`config.mk`:
```
export PLATFORM = sky130hd
export DESIGN_NAME = load_store_unit
export DESIGN_NICKNAME = d
export VERILOG_FILES = /design/src/rtl/load_store_unit_pkg.sv /design/src/rtl/load_store_unit_align.sv /design/src/rtl/load_store_unit.sv
export SDC_FILE = /design/constraint.sdc
export NUM_CORES = 1
export LEC_CHECK = 0
export CAP_MARGIN = 40
export CORE_AREA = 2 2 131 146
export DETAILED_ROUTE_END_ITERATION = 7
export DIE_AREA = 0 0 133 148
export PLACE_DENSITY_LB_ADDON = 0.12
export SYNTH_ARGS = -nofsm -noshare
export SYNTH_HDL_FRONTEND = slang
export SYNTH_HIERARCHICAL = 1
export SYNTH_SLANG_ARGS = --single-unit
```
`constraint.sdc`:
```
create_clock -name clk -period 11.89 [get_ports clk]
set_clock_uncertainty 0.15 [all_clocks]
set_input_delay 2.378 -clock clk [delete_from_list [all_inputs] [get_ports clk]]
set_output_delay 2.378 -clock clk [all_outputs]
set_load 0.02 [all_outputs]
```
`src/rtl/load_store_unit_pkg.sv`:
```
// Width codes, fault codes, FSM states and the accept-time fault check for the load/store unit.
package load_store_unit_pkg;

    localparam logic [2:0] F3_B  = 3'b000;
    localparam logic [2:0] F3_H  = 3'b001;
    localparam logic [2:0] F3_W  = 3'b010;
    localparam logic [2:0] F3_BU = 3'b100;
    localparam logic [2:0] F3_HU = 3'b101;

    localparam logic [1:0] FLT_OK       = 2'b00;
    localparam logic [1:0] FLT_MISALIGN = 2'b01;
    localparam logic [1:0] FLT_RANGE    = 2'b10;
    localparam logic [1:0] FLT_ILLEGAL  = 2'b11;

    typedef enum logic [2:0] {
        ST_IDLE     = 3'd0,
        ST_LOAD     = 3'd1,
        ST_RMW_READ = 3'd2,
        ST_WRITE    = 3'd3,
        ST_RESP     = 3'd4
    } state_t;

    // Priority: illegal width code, then alignment, then address range.
    function automatic logic [1:0] access_fault(input logic        write,
                                                input logic [2:0]  funct3,
                                                input logic [31:0] addr,
                                                input logic [31:0] limit);
        logic illegal;
        logic misaligned;
        illegal    = (funct3 == 3'b011) || (funct3[2:1] == 2'b11) || (write && funct3[2]);
        misaligned = ((funct3[1:0] == 2'b01) && addr[0]) ||
                     ((funct3 == F3_W) && (addr[1:0] != 2'b00));
        if (illegal)
            return FLT_ILLEGAL;
        else if (misaligned)
            return FLT_MISALIGN;
        else if (addr >= limit)
            return FLT_RANGE;
        return FLT_OK;
    endfunction

endpackage

```
`src/rtl/load_store_unit_align.sv`:
```
// Combinational lane logic: load extract/extend and sub-word store merge, keyed by funct3 and addr[1:0].
module load_store_unit_align
    import load_store_unit_pkg::*;
(
    input  logic [2:0]  funct3,
    input  logic [1:0]  lane,
    input  logic [31:0] word,
    input  logic [31:0] wdata,
    output logic [31:0] load_data,
    output logic [31:0] store_word
);

    logic [7:0]  byte_sel;
    logic [15:0] half_sel;

    always_comb begin
        byte_sel = word[{lane, 3'b000} +: 8];
        half_sel = word[{lane[1], 4'b0000} +: 16];

        case (funct3)
            F3_B:    load_data = {{24{byte_sel[7]}}, byte_sel};
            F3_H:    load_data = {{16{half_sel[15]}}, half_sel};
            F3_BU:   load_data = {24'h0, byte_sel};
            F3_HU:   load_data = {16'h0, half_sel};
            default: load_data = word;
        endcase

        // Only the addressed lane changes; the rest of the fetched word is written back as read.
        store_word = word;
        case (funct3)
            F3_B:    store_word[{lane, 3'b000} +: 8]     = wdata[7:0];
            F3_H:    store_word[{lane[1], 4'b0000} +: 16] = wdata[15:0];
            default: store_word = wdata;
        endcase
    end

endmodule

```
`src/rtl/load_store_unit.sv`:
```
// Load/store unit between MEM stage and a word-only memory: 1 cycle for faults, 2 for loads/SW, 3 for SB/SH.
// One request in flight; req_ready only in IDLE, so a held request is taken the cycle after RESP.
module load_store_unit
    import load_store_unit_pkg::*;
#(
    parameter int unsigned MEM_BYTES = 65536
)
(
    input  logic        clk,
    input  logic        rst,
    input  logic        req_valid,
    output logic        req_ready,
    input  logic        req_write,
    input  logic [2:0]  req_funct3,
    input  logic [31:0] req_addr,
    input  logic [31:0] req_wdata,
    output logic        resp_valid,
    output logic [31:0] resp_rdata,
    output logic [1:0]  resp_fault,
    output logic        mem_read,
    output logic        mem_write,
    output logic [31:0] mem_addr,
    output logic [31:0] mem_wdata,
    input  logic [31:0] mem_rdata
);

    state_t      state;
    logic [31:0] addr_q;
    logic [2:0]  funct3_q;
    logic [31:0] wdata_q;
    logic [1:0]  fault;
    logic [31:0] load_data;
    logic [31:0] store_word;

    assign fault     = access_fault(req_write, req_funct3, req_addr, MEM_BYTES);
    assign req_ready = (state == ST_IDLE) && !rst;
    assign mem_addr  = {addr_q[31:2], 2'b00};

    load_store_unit_align u_align (
        .funct3     (funct3_q),
        .lane       (addr_q[1:0]),
        .word       (mem_rdata),
        .wdata      (wdata_q),
        .load_data  (load_data),
        .store_word (store_word)
    );

    always_ff @(posedge clk or posedge rst) begin
        if (rst) begin
            state      <= ST_IDLE;
            addr_q     <= '0;
            funct3_q   <= '0;
            wdata_q    <= '0;
            resp_valid <= 1'b0;
            resp_rdata <= '0;
            resp_fault <= FLT_OK;
            mem_read   <= 1'b0;
            mem_write  <= 1'b0;
            mem_wdata  <= '0;
        end else begin
            mem_read   <= 1'b0;
            mem_write  <= 1'b0;
            resp_valid <= 1'b0;
            case (state)
                ST_IDLE: begin
                    if (req_valid) begin
                        addr_q   <= req_addr;
                        funct3_q <= req_funct3;
                        wdata_q  <= req_wdata;
                        if (fault != FLT_OK) begin
                            state      <= ST_RESP;
                            resp_valid <= 1'b1;
                            resp_fault <= fault;
                            resp_rdata <= '0;
                        end else if (!req_write) begin
                            state    <= ST_LOAD;
                            mem_read <= 1'b1;
                        end else if (req_funct3 == F3_W) begin
                            state     <= ST_WRITE;
                            mem_write <= 1'b1;
                            mem_wdata <= req_wdata;
                        end else begin
                            state    <= ST_RMW_READ;
                            mem_read <= 1'b1;
                        end
                    end
                end
                ST_LOAD: begin
                    state      <= ST_RESP;
                    resp_valid <= 1'b1;
                    resp_rdata <= load_data;
                    resp_fault <= FLT_OK;
                end
                ST_RMW_READ: begin
                    // The merged word is formed from the read data as it is captured.
                    state     <= ST_WRITE;
                    mem_write <= 1'b1;
                    mem_wdata <= store_word;
                end
                ST_WRITE: begin
                    state      <= ST_RESP;
                    resp_valid <= 1'b1;
                    resp_rdata <= '0;
                    resp_fault <= FLT_OK;
                end
                ST_RESP: state <= ST_IDLE;
                default: state <= ST_IDLE;
            endcase
        end
    end

endmodule

```
==> flow_summary.ini, run 1 <==
[status]
status = completed

[sta]
tns_ns = 0
tightest_slew_ns = 0.8432
setup_violations = 0
hold_viol = 0
slew_headroom = 0.4358
fin_crit_sh = 0.5265
slew_viol_final = 0
worst_slack_ns = 5.630
max_freq_mhz = 159.7
holdWs_ns = 0.3616
finalCriticalPeriod_ns = 6.260
rsz0062_at_grt = false

[global_routing]
grt_pass1_vias = 7019
grt_max_degree = 88
grt_util_all_layers = 0.2533
globalRouteOverflowTotal = 0
grt_pass1_wl_mm = 38.88
antenna_found_initial = 0

[finish]
fill_cells = 1546
fin_area_um2 = 10640
diodes = 0
multi_input_area_um2 = 3846
layout.nets = 1034
area_growth_pct = 32.11
regArea_um2 = 3480
drive_above_1_share = 0.1503

[logic_synthesis]
synth_ff_type = dfrtp_1
yosysSeqAreaShare = 0.4321
synth_area_per_cell_um2 = 10.23
yosysWarnings = 6
syn_area_um2 = 8050
synth-seq-cells = 139
async_flop_share = 1.000
ys_types = 58
synth-edff-count = 0
syn_inst = 787

[worst_setup_path]
worstPathCellList = clkdlybuf4s50_1 > nor3_1 > clkdlybuf4s50_1
critPathBufInv = 2
criticalPathCategory = input pin to output port
critPathRequiredTime_ns = 9.36
max_stage_delay_ns = 0.65
end_kind = output port
cp_common_cell = clkdlybuf4s50_1
critPathTopFamily = buffers and inverters
critPathSlowestCell = clkdlybuf4s50_1
worst_ep_arrival_time_ns = 3.73
startpoint_type = input pin
worstPathMaxFanout = 2

[clock_tree]
cts_max_path_buffers = 2
root_buffer = clkbuf_16
clk_pin_slew_ns = 0.06
numCtsBuffers = 17
h-tree-depth = 4
cts_tree = built
cts-resized-gates = 0
clock_latency_ns = 0.42
hold_buffers = 0
cts_sinks = 139
post_cts_buffers = 0

[power]
seq_power_share = 0.372
p_sw_mw = 0.4285
combinationalPowerShare = 0.235
p_int_mw = 1.037
power.density_nw_per_um2 = 137.8
p_total_mw = 1.466
leakagePower_nw = 4.428
peakVddDrop_mv = 0.09729
clock_power_share = 0.393
switching_share = 0.2923

[floorplanning]
rows = 52
fp.dieH_um = 148
core_um2 = 18150
dieWidth_um = 133
ios = 205
start_util = 0.4435
die-area_um2 = 19680

[routing]
route.detailed.drc = 0
antenna_left = 0
dr.pass1.iters = 5
via_per_inst = 5.692
routed_wl_mm = 24.37
wl_per_cell_um = 20.64
num_vias = 6722
drt_iter0_drc = 289

[placement]
place_congestion = 0.8884
dpl-instance-area_um2 = 9996
dpl.hpwl_mm = 17.92
dp_slack_ns = 5.635
port_buffers = 202

[run]
maxCapViolCount = 0

[worst_hold_path]
hp-class = register to register
[registers in the layout, summed over array words and instances (netlist names)]
name        cells
state           3
mem_write       1
resp_fault      2
resp_valid      1
wdata_q        32
mem_wdata      32
mem_read        1
resp_rdata     32
addr_q         32
funct3_q        3
[power by group through the flow]
stage / sequential (mW) / clock [mW] / combinational, mW
after floorplan: 0.538 / 0 / 0.244
after global placement: 0.553 / 0 / 0.337
after detailed placement: 0.554 / 0 / 0.342
after CTS: 0.546 / 0.586 / 0.345
after global routing: 0.551 / 0.607 / 0.374
final: 0.545 / 0.576 / 0.344
[final timing paths]
kind | startpoint | end | slack, ns | depth (start not counted)
hold / removal | wdata_q[26] | wdata_q[26] | 0.36 | 1
max in group asynchronous | rst | addr_q[1] | 7.97 | 3
hold reg to reg | wdata_q[26] | wdata_q[26] | 0.36 | 1
setup / recovery | rst | req_ready | 5.63 | 3
setup reg to reg | state[1] | addr_q[12] | 8.45 | 6
min in group asynchronous | rst | addr_q[31] | 2.37 | 2
[final cells by class]
| class | count | area share |
|---|---|---|
| Tap cell | 243 | 0.02859 |
| Multi-Input combinational cell | 500 | 0.3616 |
| Inverter | 52 | 0.01882 |
| Clock inverter | 12 | 0.01753 |
| Sequential cell | 139 | 0.3272 |
| Clock buffer | 19 | 0.04259 |
| Timing Repair Buffer | 216 | 0.2036 |
[layout by cell type, fill, tap and decap left out, drive strengths merged, types with 16 or more instances in the layout]
cell type,Yosys,routed
o22ai,23,23
nand2,88,88
nand2b,17,17
inv,51,54
dfrtp,139,139
mux2,68,68
nor2b,22,22
nor2,19,19
clkdlybuf4s50,0,202
mux2i,31,31
clkbuf,34,19
a21oi,16,16
o32ai,33,33
a2bb2oi,30,30
[cells by family (layout without fill, tap and decap cells)]
kind of cell / count (synthesis) / count (layout) / share of synthesized area
adders and majority gates: 5 / 5 / 0.007771
buffers and inverters: 149 / 299 / 0.09341
muxes: 100 / 100 / 0.1369
and+or+nand+nor: 200 / 200 / 0.1324
other: 1 / 2 / 0.0004658
DFF: 139 / 139 / 0.4321
AOI/OAI and AO/OA: 193 / 193 / 0.1969
[cells in the mapped netlist (2+ instances only)]
cell / count / share of area
and3b_1: 10 / 0.011
clkbuf_1: 34 / 0.016
a31oi_1: 6 / 0.0047
o221ai_1: 8 / 0.0087
nor3_1: 2 / 0.0012
a221o_1: 4 / 0.0050
mux2i_1: 30 / 0.037
o21ai_0: 9 / 0.0056
o31ai_1: 13 / 0.012
nand3b_1: 7 / 0.0065
a2bb2oi_1: 21 / 0.023
nand2_1: 87 / 0.041
nand4_1: 3 / 0.0023
and2_1: 2 / 0.0016
a22o_1: 13 / 0.014
nor2_1: 18 / 0.0084
buf_6: 5 / 0.0070
o22a_1: 7 / 0.0076
nor2b_1: 22 / 0.017
mux2_2: 68 / 0.095
nand2b_1: 17 / 0.013
buf_4: 33 / 0.031
a221oi_1: 13 / 0.014
inv_1: 51 / 0.024
nor4bb_1: 3 / 0.0037
dfrtp_1: 139 / 0.43
or2b_1: 2 / 0.0019
a211oi_1: 13 / 0.012
o22ai_1: 23 / 0.018
or2_2: 2 / 0.0016
nand3_1: 10 / 0.0062
ha_1: 5 / 0.0078
o32ai_1: 33 / 0.036
nor4_1: 4 / 0.0031
a2bb2oi_2: 9 / 0.017
buf_2: 25 / 0.016
a21oi_1: 15 / 0.0093
[per-stage QoR]
stage                 util  instances
floorplan                -        788
global placement    0.5469       1146
detailed placement  0.5507       1150
CTS                 0.5859       1181
global route        0.5859       1181
finish              0.5859       1181
[routing by layer]
layer  track usage  up-vias  routed length, µm
li1              -     3120                  -
met1        0.3182     3312              10180
met2        0.4326      256              12170
met3       0.05933       34               1553
met4       0.08118        0                460
met5             0        -                  0
(Power assumes the default switching activity.)
==> run 2, diff against run 1 <==
==> constraint.sdc (replaced) <==
create_clock -name clk -period 6 [get_ports clk]
set_clock_uncertainty 0.15 [all_clocks]
set_input_delay 1.2 -clock clk [delete_from_list [all_inputs] [get_ports clk]]
set_output_delay 1.2 -clock clk [all_outputs]
set_load 0.02 [all_outputs]
==> flow_summary.ini, run 2 (same netlist as run 1, synthesis figures left out) <==
[worst_setup_path]
startpoint_type = input pin
end_kind = output port
worstPathMaxFanout = 2
critPathRequiredTime_ns = 4.65
worst_ep_arrival_time_ns = 2.51
criticalPathCategory = input pin to output port

[global_routing]
grt_util_met3 = 0.06344
globalRouteOverflowTotal = 0
grt_pass1_wl_mm = 38.48
grt-busiest-layer = met2
grt_pass1_vias = 6893
met2_usage = 0.4316
antenna_found_initial = 0
grt_max_degree = 70
grt_util_all_layers = 0.2529
grt_use_met1 = 0.3154

[power]
leakagePower_nw = 4.423
combinationalPowerShare = 0.246
switching_share = 0.3124
clock_power_share = 0.368
p_int_mw = 1.927
peakVddDrop_mv = 0.1896
power.density_nw_per_um2 = 263.8
seq_power_share = 0.385
p_sw_mw = 0.8758

[floorplanning]
core_um2 = 18150
ios = 205
start_util = 0.4435
rows = 52
dieWidth_um = 133
die-area_um2 = 19680
fp.dieH_um = 148

[sta]
slew_headroom = 0.4043
max_freq_mhz = 259.2
tightest_slew_ns = 0.8902
slew_viol_final = 0
setup_violations = 0
rsz0062_at_grt = false
hold_viol = 0
fin_crit_sh = 0.6430
finalCriticalPeriod_ns = 3.858
tns_ns = 0

[finish]
utilization = 0.5855
mostFrequentLayoutCell = clkdlybuf4s50_1
drive_above_1_share = 0.1521
diodes = 0
layout.nets = 1035
area_growth_pct = 32.02
final_cell_mix = 202 x clkdlybuf4s50_1, 138 x dfrtp_1, 87 x nand2_1, 68 x mux2_2, 50 x inv_1

[routing]
num_vias = 6702
antenna_left = 0
via_per_inst = 5.665
dr.pass1.iters = 6
wl_per_cell_um = 20.76
route.detailed.drc = 0
drt_iter0_drc = 348
routed_wl_mm = 24.56

[clock_tree]
root_buffer = clkbuf_16
cts_sinks = 139
hold_buffers = 0
h-tree-depth = 4
cts_max_path_buffers = 2
post_cts_buffers = 0
numCtsBuffers = 17
cts_tree = built
clock_latency_ns = 0.43
cts-resized-gates = 0
clk_pin_slew_ns = 0.06

[worst_hold_path]
hp-class = register to register

[run]
maxCapViolCount = 0

[placement]
dpl.hpwl_mm = 17.77
place_congestion = 0.8987
port_buffers = 202

[status]
status = completed
run 2: changes by cell type in the layout (fill, tap and decap cells not counted), sizes merged:
cell,delta
buf,+1
clkbuf,-1
clkdlybuf4s18,-1
clkdlybuf4s15,+1
bufinv,-3
clkinv,+4
inv,+1
run 2: worst paths after layout:
| kind | from | endpoint | slack [ns] | depth (start not counted) |
|---|---|---|---|---|
| min in group asynchronous | rst | addr_q[29] | 0.99 | 2 |
| setup reg to reg | addr_q[0] | mem_wdata[31] | 2.58 | 8 |
| hold / removal | addr_q[25] | addr_q[25] | 0.35 | 1 |
| hold reg to reg | addr_q[25] | addr_q[25] | 0.35 | 1 |
| setup / recovery | rst | req_ready | 2.14 | 3 |
| max in group asynchronous | rst | wdata_q[18] | 3.89 | 3 |
run 2: routing by layer:
| layer | wire length, µm | part of all wire |
|---|---|---|
| met1 | 10320 | 0.42 |
| met3 | 1513 | 0.062 |
| met2 | 12340 | 0.50 |
| met4 | 380 | 0.015 |
| met5 | 0 | 0 |
run 2: critical path: stages:
cell and delay, ns:
clkdlybuf4s50_1 0.48, nor3_1 0.19, clkdlybuf4s50_1 0.63
run 2: power groups by stage:
stage               combinational, mW  clock (mW)  sequential (mW)
floorplan                       0.483           0             1.07
global placement                0.674           0             1.09
detailed placement              0.684           0             1.10
CTS                             0.688        1.06             1.08
global route                    0.747        1.09             1.09
finish                          0.691        1.03             1.08
run 2: final cells by class:
cell class | instances | area, µm²
fill | 1587 | 7525
clock buffer | 18 | 439.2
clock inverter | 14 | 138.9
multi-input combinational | 500 | 3851
inverter | 52 | 200.2
sequential | 139 | 3480
tap | 243 | 304.0
timing repair buffer | 217 | 2215
run 2: per-stage QoR:
stage	hold slack, ns	cells	setup WS (ns)	cell area [µm²]	power, mW
finish	0.3548	1183	2.142	10630	2.803
global route	0.3719	1183	2.075	10630	2.928
CTS	0.3594	1182	2.129	10600	2.825
detailed placement	0.3448	1150	2.026	10020	1.779
global placement	0.3415	1145	2.016	9925	1.766
floorplan	0.3252	788	0.9255	8054	1.549
==> run 3, diff against run 2 <==
==> constraint.sdc (replaced) <==
create_clock -name clk -period 3.7 [get_ports clk]
set_clock_uncertainty 0.15 [all_clocks]
set_input_delay 0.74 -clock clk [delete_from_list [all_inputs] [get_ports clk]]
set_output_delay 0.74 -clock clk [all_outputs]
set_load 0.02 [all_outputs]
==> flow_summary.ini, run 3 (same netlist as run 1, synthesis figures left out) <==
[worst_hold_path]
hp-start = addr_q[3]
hp-class = register to register

[worst_setup_path]
critPathBufInv = 1
r2r_slack_ns = 0.85
end_kind = output port
max_stage_delay_ns = 0.63
critPathRequiredTime_ns = 2.81
startpoint_type = register
critPathTopFamily = buffers and inverters
crit-reg2reg-launch = addr_q[1]
critPathSlowestCell = clkdlybuf4s50_1
criticalPathCategory = register to output port
worstPathCellList = or2_2 > nor3_1 > clkdlybuf4s50_1
worstPathMaxFanout = 5
worst_ep_arrival_time_ns = 2.04
crit_start = state[2]

[finish]
diodes = 0
drive_above_1_share = 0.1584
area_growth_pct = 32.95
final_cell_mix = 202 x clkdlybuf4s50_1, 138 x dfrtp_1, 87 x nand2_1, 68 x mux2_2, 50 x inv_1
mostFrequentLayoutCell = clkdlybuf4s50_1
layout.nets = 1043
utilization = 0.5896
fill_cells = 1540

[floorplanning]
ios = 205
start_util = 0.4435
die-area_um2 = 19680
fp.dieH_um = 148
core_um2 = 18150
dieWidth_um = 133
rows = 52

[sta]
tns_ns = 0
rsz0062_at_grt = false
hold_viol = 0
max_freq_mhz = 341.7
slew_viol_final = 0
tightest_slew_ns = 0.8180
setup_violations = 0
fin_crit_sh = 0.7910
slew_headroom = 0.4541
finalCriticalPeriod_ns = 2.927

[clock_tree]
clk_pin_slew_ns = 0.06
cts-resized-gates = 0
cts_max_path_buffers = 2
h-tree-depth = 4
clock_latency_ns = 0.42
root_buffer = clkbuf_16
cts_sinks = 139
numCtsBuffers = 17
hold_buffers = 0
cts_tree = built
post_cts_buffers = 0

[placement]
place_congestion = 0.8909
port_buffers = 202
dpl.hpwl_mm = 18.55

[routing]
num_vias = 6817
routed_wl_mm = 24.96
route.detailed.drc = 0
drt_iter0_drc = 389
antenna_left = 0
dr.pass1.iters = 5
via_per_inst = 5.729
wl_per_cell_um = 20.97

[power]
switching_share = 0.2946
clock_power_share = 0.388
peakVddDrop_mv = 0.2919
leakagePower_nw = 4.482
combinationalPowerShare = 0.240
power.density_nw_per_um2 = 440.3
p_sw_mw = 1.389
p_int_mw = 3.324
seq_power_share = 0.372

[global_routing]
grt_pass1_wl_mm = 39.11
grt_util_all_layers = 0.2561
grt_pass1_vias = 7000
met2_usage = 0.4295
grt_max_degree = 60
globalRouteOverflowTotal = 0
grt_use_met1 = 0.3325
antenna_found_initial = 0
grt_util_met3 = 0.05761
grt-busiest-layer = met2

[run]
maxCapViolCount = 0

[status]
status = completed
run 3: layer usage:
metal,vias to the layer above,part of all wire
met5,-,0
met4,0,0.016
met3,24,0.061
met2,245,0.50
met1,3413,0.43
li1,3135,-
run 3: layout make-up:
class / count / area (µm²) / area share
timing repair buffer: 225 / 2245 / 0.2097
sequential: 139 / 3480 / 0.3251
inverter: 52 / 198.9 / 0.01859
clock buffer: 18 / 439.2 / 0.04103
clock inverter: 13 / 190.2 / 0.01777
tap: 243 / 304.0 / 0.02841
multi-input combinational: 500 / 3846 / 0.3594
run 3: metrics by stage:
| step | setup WS (ns) | cells | power [mW] | hold WS (ns) | instance area (µm²) |
|---|---|---|---|---|---|
| after CTS | 0.7477 | 1190 | 4.748 | 0.3597 | 10700 |
| after global placement | 0.5772 | 1157 | 2.884 | 0.3403 | 10030 |
| final | 0.7734 | 1190 | 4.713 | 0.3592 | 10700 |
| after global routing | 0.6671 | 1190 | 4.924 | 0.3766 | 10700 |
| after floorplan | 1.032 | 788 | 2.512 | 0.3252 | 8058 |
| after detailed placement | 0.4449 | 1159 | 2.904 | 0.3468 | 10070 |
run 3: power groups by stage:
stage | logic, mW | registers, mW | clock network (mW)
3_3_place_gp | 1.11 | 1.78 | 0
5_1_grt | 1.22 | 1.77 | 1.93
4_1_cts | 1.13 | 1.76 | 1.86
3_5_place_dp | 1.12 | 1.78 | 0
2_1_floorplan | 0.784 | 1.73 | 0
6_report | 1.13 | 1.76 | 1.83
run 3: path summary, 6_finish.rpt:
| check | endpoint | cells past startpoint |
|---|---|---|
| hold / removal | addr_q[3] | 1 |
| setup reg to reg | mem_wdata[4] | 7 |
| max in group asynchronous | wdata_q[20] | 4 |
| setup / recovery | req_ready | 3 |
| min in group asynchronous | addr_q[30] | 2 |
| hold reg to reg | addr_q[3] | 1 |
